--- config.mk ---
export PLATFORM = sky130hd
export DESIGN_NAME = bcd_updown_counter_n
export DESIGN_NICKNAME = d
export VERILOG_FILES = /design/src/rtl/bcd_updown_counter_n.sv
export SDC_FILE = /design/constraint.sdc
export NUM_CORES = 1
export LEC_CHECK = 0
export ABC_CLOCK_PERIOD_IN_PS = 2200
export BUFFER_PORTS_ARGS = -buffer_cell sky130_fd_sc_hd__buf_4
export CAP_MARGIN = 20
export CORE_ASPECT_RATIO = 0.9
export CORE_MARGIN = 1
export CORE_UTILIZATION = 35
export DETAILED_ROUTE_END_ITERATION = 8
export PLACE_DENSITY = 0.63
export SLEW_MARGIN = 20
export SYNTH_ARGS = -nofsm -noshare
export SYNTH_HDL_FRONTEND = slang
export SYNTH_SLANG_ARGS = --single-unit
--- constraint.sdc ---
create_clock -name clk -period 2.2 [get_ports clk]
set_clock_uncertainty 0.05 [all_clocks]
set_input_delay 0.44 -clock clk [delete_from_list [all_inputs] [get_ports clk]]
set_output_delay 0.44 -clock clk [all_outputs]
set_load 0.01 [all_outputs]
--- src/rtl/bcd_updown_counter_n.sv ---
// rtl/bcd_updown_counter_n.sv - Parametrised multi-digit BCD up/down counter with load, terminal count and wrap pulse
//
// Purpose:
//   A cascade of DIGITS BCD decades that counts up or down, supports a
//   synchronous parallel load and flags terminal count and wrap-around.
//   Optional macro BCD_COUNTER_SATURATE_EN: when defined, the counter holds
//   at all-9s (up) or all-0s (down) instead of wrapping, and wrapped stays 0.
//
// Ports:
//   clk        in   rising-edge clock
//   reset      in   asynchronous active-high reset
//   enable     in   count enable; Q holds when low
//   reverse    in   0 = count up, 1 = count down
//   load_en    in   synchronous parallel load strobe
//   load_value in   packed BCD load value, digit 0 in [3:0]
//   Q          out  packed BCD count, digit 0 in [3:0]
//   tc         out  combinational terminal count
//   wrapped    out  registered one-cycle pulse following a wrap edge
module bcd_updown_counter_n #(
    parameter int                    DIGITS      = 2,
    parameter logic [4*DIGITS-1:0]   RESET_VALUE = '0
) (
    input  logic                  clk,
    input  logic                  reset,
    input  logic                  enable,
    input  logic                  reverse,
    input  logic                  load_en,
    input  logic [4*DIGITS-1:0]   load_value,
    output logic [4*DIGITS-1:0]   Q,
    output logic                  tc,
    output logic                  wrapped
);

    logic [4*DIGITS-1:0] r_q;
    logic                r_wrapped;
    logic [4*DIGITS-1:0] w_up_next;
    logic [4*DIGITS-1:0] w_down_next;
    logic [4*DIGITS-1:0] w_load_clamped;
    // w_all9_below[k]: digits 0..k-1 are all 9 (carry into digit k).
    // w_all0_below[k]: digits 0..k-1 are all 0 (borrow into digit k).
    // Index DIGITS therefore means the whole count is at its limit.
    logic [DIGITS:0]     w_all9_below;
    logic [DIGITS:0]     w_all0_below;
    logic                w_at_limit;

    always_comb begin
        w_up_next       = r_q;
        w_down_next     = r_q;
        w_load_clamped  = load_value;
        w_all9_below    = '0;
        w_all0_below    = '0;
        w_all9_below[0] = 1'b1;
        w_all0_below[0] = 1'b1;
        for (int k = 0; k < DIGITS; k++) begin
            w_all9_below[k+1] = w_all9_below[k] & (r_q[4*k +: 4] == 4'd9);
            w_all0_below[k+1] = w_all0_below[k] & (r_q[4*k +: 4] == 4'd0);

            if (w_all9_below[k]) begin
                w_up_next[4*k +: 4] = (r_q[4*k +: 4] >= 4'd9) ? 4'd0 : r_q[4*k +: 4] + 4'd1;
            end
            if (w_all0_below[k]) begin
                w_down_next[4*k +: 4] = (r_q[4*k +: 4] == 4'd0) ? 4'd9 : r_q[4*k +: 4] - 4'd1;
            end

            if (load_value[4*k +: 4] > 4'd9) begin
                w_load_clamped[4*k +: 4] = 4'd9;
            end
        end
    end

    assign w_at_limit = reverse ? w_all0_below[DIGITS] : w_all9_below[DIGITS];
    assign tc         = enable & w_at_limit;
    assign Q          = r_q;
    assign wrapped    = r_wrapped;

    always_ff @(posedge clk or posedge reset) begin
        if (reset) begin
            r_q       <= RESET_VALUE;
            r_wrapped <= 1'b0;
        end else if (load_en) begin
            r_q       <= w_load_clamped;
            r_wrapped <= 1'b0;
        end else if (enable) begin
`ifdef BCD_COUNTER_SATURATE_EN
            // At the limit the count simply holds; no wrap is ever flagged.
            if (!w_at_limit) begin
                r_q <= reverse ? w_down_next : w_up_next;
            end
            r_wrapped <= 1'b0;
`else
            r_q       <= reverse ? w_down_next : w_up_next;
            r_wrapped <= w_at_limit;
`endif
        end else begin
            r_wrapped <= 1'b0;
        end
    end

endmodule

* Yosys cells after proc, flatten, opt, wreduce, memory -nomap -nowiden
Cells that the tools add are included.
** Cells by class
- Reductions and logical operators :: 5
- Bitwise gates (word level) :: 3
- Add/sub/neg operators :: 4
- $lt $le $gt $ge :: 4
- Multiplexer cells :: 14
- Equal/unequal tests :: 3
** Operators with widths (count)
- two-way mux 4 bit :: 8
- two-way mux 8 bit :: 3
- adder 4 x 1 -> 4 bit (second input constant) :: 2
- equality test 4 bit (second input constant) :: 2
- greater-or-equal comparator 4 bit (second input constant) :: 2
- greater-than comparator 4 bit (second input constant) :: 2
- logical NOT 4 bit :: 2
- subtractor 4 x 1 -> 4 bit (second input constant) :: 2
- bitwise AND 1 bit :: 3
- two-way mux 1 bit :: 3
- inequality test 3 x 1 -> 1 bit (second input constant) :: 1
- AND reduction 3 bit :: 1
- nonzero test 3 bit :: 1
- nonzero test 2 bit :: 1
** Storage, ports and cells
- Output and inout bits :: 10
- Word-level logic and storage cells :: 36
- Flip-flop bits (word level) :: 9

* Logic depth before layout (Yosys ltp)
- Word-level depth :: 6
- Depth in mapped cells :: 6

* Worst setup path before layout
No wires, ideal clock.
- Path kind :: register to output
- Start point :: register r_q[4] (netlist: Q[4])
- End point :: output port tc
- Slack :: 0.251 ns
- Arrival time :: 1.459 ns
- Stages on the path, launching flop included :: 6
- Data required time :: 1.710 ns
- Path through :: dfrtp_1 -> inv_1 -> ha_1 -> inv_1 -> or3_1 -> a211oi_2
** On the way
- Word-level cells in the longest chain between the ends :: 4
- Elaborated cells between the ends (all ways) :: 6
- Those cells by class :: eq/ne: 1; mux: 1; bitwise: 3; reduce/logical: 1
** Ends and longest elaborated chain
- start: declaration :: line 34 : logic [4*DIGITS-1:0] r_q;
- start signal: assignment :: line 81 : r_q <= w_load_clamped;
- start signal: assignment :: line 91 : r_q <= reverse ? w_down_next : w_up_next;
- equality test 4 bit or logical NOT 4 bit (tied branches) :: line 55, 56
- bitwise AND 1 bit, on equally long branches :: line 55, 56
- two-way mux 1 bit (*) :: line 71 : assign w_at_limit = reverse ? w_all0_below[DIGITS] : w_all9_below[DIGITS];
- bitwise AND 1 bit (*) :: line 72 : assign tc = enable & w_at_limit;
- end: declaration :: line 30 : output logic tc,
Every way passes the cells marked *; elsewhere a longest branch is shown, timed or not.

* Worst setup path after layout
- Start point :: register r_q[5] (netlist: Q[5])
- End point :: output port tc
Same word-level chain as after synthesis.

==> run_results.csv <==
group,metric,value,unit
cts,cts_root_buffer,"sky130_fd_sc_hd__clkbuf_4",
sta,final.setup.worst_slack,0.0224,ns
sta,finalSetupViolations,0,
global_route,globalRouteTotalUtil,16.2,%
power,cell_internal_pwr,389,uW
detailed_routing,detailedRoute.firstIterationViolations,17,
yosys,ys_types,45,
floorplanning,die_width,56.0,um
placed_design,port_buffers,22,
cts,clockBufferDepth,2,
sta,grt_setup_unrepaired,"yes",
yosys,cell_area_after_technology_mapping,918,um2
final_layout,area.growth.synth_to_final,30.4,%
sta,fmax,459,MHz
sta,hold-worst-slack,0.0962,ns
sta,finalHoldViolations,0,
floorplanning,initial_core_util,37.2,%
sta,slew_viol_final,0,
critical_path,crit_path_max_incr_delay,0.39,ns
floorplanning,die-area,2830,um2
cts,cts-htree-levels,1,
detailed_routing,drt-pass1-iter-count,4,
yosys,syn-instance-count,113,
global_route,number_of_global_route_vias_before_repair,853,
final_layout,mostFrequentLayoutCell,"sky130_fd_sc_hd__buf_4",
power,ir_drop,0.416,mV
status,run_status,"completed",
critical_path,worst-r2r-cell-count,6,
critical_path,series_of_cell_instances_along_the_critical_path,"inv_2, ha_4, inv_2, or3_4, a211oi_4, buf_4",
detailed_routing,routed_wl,2200,um
sta,period_needed,2.18,ns
floorplanning,std_cell_rows,17,
cts,path_clk_slew,0.06,ns
yosys,avgSynthCellArea,8.13,um2
yosys,yosys_warnings,0,
detailed_routing,routedWlPerCell,13.1,um
detailed_routing,via_count,956,
final_layout,antennaDiodeCount,0,
power,p_clk_share,20.8,%
sta,final_cycle_utilization_of_the_critical_path,99.0,%
power,static-leakage-power,0.000522,uW
critical_path,worstSetupStartpoint,"Q[5]",
yosys,synth-seq-area-share,24.5,%
global_route,grt_first_pass_wirelength,3730,um
yosys,asyncSetResetFlopFracSynth,100,%
placed_design,finalWeightedCongestion,0.880,
global_route,grt_max_degree,18,
sta,worst_pin_slew,0.405,ns
power,powerDensity,506,nW/um2
critical_path,timing.critical_path.to_type,"output pin",
cts,cts-buffers-inserted,3,
cts,hold_buffers,0,
floorplanning,die-height,50.6,um
power,power_frac_seq,34.4,%
critical_path,worst-setup-path-type,"reg -> out",
power,power.net_switching,217,uW
cts,insertion_delay,0.25,ns
floorplanning,io-pin-count,23,
critical_path,worstReg2RegEnd,"Q[4]",
critical_path,crit_path_end,"tc",
critical_path,worst_ep_arrival_time,1.69,ns
critical_path,critPathMostFrequentCell,"sky130_fd_sc_hd__inv_2",
sta,slew_headroom,73.0,%
critical_path,cp-start-kind,"register",
critical_path,crit_path_max_fanout,5,
global_route,grt_overflow,0,
yosys,synth_nets,133,
final_layout,net_total_in_the_final_layout,161,
placed_design,place_ws,0.205,ns
final_layout,drive_above_1_share,33.6,%
critical_path,cp.required,1.71,ns
final_layout,final_cell_mix,"sky130_fd_sc_hd__buf_4 (31), sky130_fd_sc_hd__nor2_1 (12), sky130_fd_sc_hd__dfrtp_1 (9)",
placed_design,detailedPlacementHpwl,1670,um
yosys,ys_ff_latch,9,
critical_path,crit_path_top_delay_cell,"sky130_fd_sc_hd__dfrtp_1",
cts,clkSinkCount,9,
power,sw_frac_of_total,35.8,%
power,power_frac_comb,44.8,%
worst_hold_path,hold_path_class,"in -> async",
detailed_routing,final_antenna_net_count,0,
final_layout,instances_no_fill,168,
cts,cts_tree,"done",
power,fin_total_pwr,606,uW
placed_design,dp.cells,161,
detailed_routing,route.detailed.vias_per_inst,5.69,
detailed_routing,detail_route.drc_violations,0,
job,max_cap_violations,0,
global_route,grt_antenna_before_repair,0,
floorplanning,fp.coreArea,2470,um2
yosys,number_of_flops_mapped_to_enable_cells_by_yosys,0,
critical_path,rrSetupSlack,0.25,ns
critical_path,worst_r2r_startpoint,"Q[4]",
yosys,synthFlopType,"sky130_fd_sc_hd__dfrtp_1",
## power by group through the flow
| stage | Clock, uW | Combinational, uW | Sequential, uW |
|---|---|---|---|
| after global placement | 0 | 253 | 208 |
| after global routing | 135 | 301 | 212 |
| after floorplan | 0 | 157 | 214 |
| after detailed placement | 0 | 252 | 209 |
| after CTS | 130 | 259 | 207 |
| final | 126 | 272 | 208 |
## per-layer routing
metal / GRT usage (%) / routed length (um) / vias to the layer above
li1: - / - / 472
met1: 23.5 / 1120 / 451
met2: 25.4 / 945 / 33
met3: 1.03 / 138 / 0
met4: 5.28 / 0 / 0
met5: 0 / 0 / -
## cells by family (layout without fill, tap and decap cells)
family / count (synthesis) / in the layout / share of synthesized area [%]
flops: 9 / 9 / 24.5
xor+xnor: 1 / 1 / 0.954
mux: 1 / 1 / 1.09
fa+ha+maj: 7 / 7 / 9.54
simple gates: 37 / 37 / 22.8
buf+inv: 19 / 46 / 9.26
compound gates: 39 / 39 / 31.9
## state kept, by name (all words and copies together) (netlist names)
register,cells
wrapped,1
Q,8
## worst max-delay path, delay by kind of cell, from the launching register on
kind / cells / cell delay (ns)
AO/OA/AOI/OAI: 1 / 0.25
adder cells (fa/ha/maj): 1 / 0.16
flip-flops: 1 / 0.39
AND/OR/NAND/NOR: 1 / 0.33
buffers and inverters: 3 / 0.30
## stage by stage
step / setup TNS, ns / util (%) / instance area [um2]
after floorplan: 0 / - / 918
after global placement: 0 / 45.4 / 1120
after detailed placement: 0 / 45.4 / 1120
after CTS: 0 / 47.0 / 1160
after global routing: -0.0388 / 48.5 / 1200
final: 0 / 48.5 / 1200
## area by class of cell
type	count	area, um2
Clock buffer	4	26.3
Fill cell	241	1270
Inverter	11	42.5
Multi-Input combinational cell	85	636
Sequential cell	9	225
Tap cell	28	35.0
Timing Repair Buffer	31	233
## repair_timing
| item | CTS | global route |
|---|---|---|
| resized for setup | 4 | 4 |
| setup buffers | 0 | 3 |
| pin swaps | 0 | 3 |
| hold endpoints to repair | 0 | 0 |
| endpoints found under the setup margin | 1 | 1 |
## worst min-delay path by stage
stage | end | slack [ns]
6_report | Q[6] | 0.1
5_1_grt | Q[0] | 0.13
4_1_cts | Q[1] | 0.11
3_5_place_dp | Q[1] | 0.38
3_3_place_gp | Q[6] | 0.38
2_1_floorplan | Q[0] | 0.22
## synth_stat cells, types with 2 or more instances
library cell	instances	share of area [%]
sky130_fd_sc_hd__a211oi_1	2	1.6
sky130_fd_sc_hd__a21oi_1	5	2.7
sky130_fd_sc_hd__a311oi_1	2	1.9
sky130_fd_sc_hd__buf_2	4	2.2
sky130_fd_sc_hd__clkbuf_1	2	0.82
sky130_fd_sc_hd__dfrtp_1	9	25
sky130_fd_sc_hd__ha_1	7	9.5
sky130_fd_sc_hd__inv_1	9	3.7
sky130_fd_sc_hd__nand2_1	5	2.0
sky130_fd_sc_hd__nand3_1	3	1.6
sky130_fd_sc_hd__nand3b_1	5	4.1
sky130_fd_sc_hd__nor2_1	12	4.9
sky130_fd_sc_hd__nor2b_1	3	2.0
sky130_fd_sc_hd__nor3b_1	2	1.6
sky130_fd_sc_hd__o21ai_0	6	3.3
sky130_fd_sc_hd__o21bai_1	3	2.5
sky130_fd_sc_hd__o221ai_1	3	2.9
sky130_fd_sc_hd__o31a_1	3	2.9
sky130_fd_sc_hd__o31ai_1	2	1.6
(Power assumes the default switching activity.)
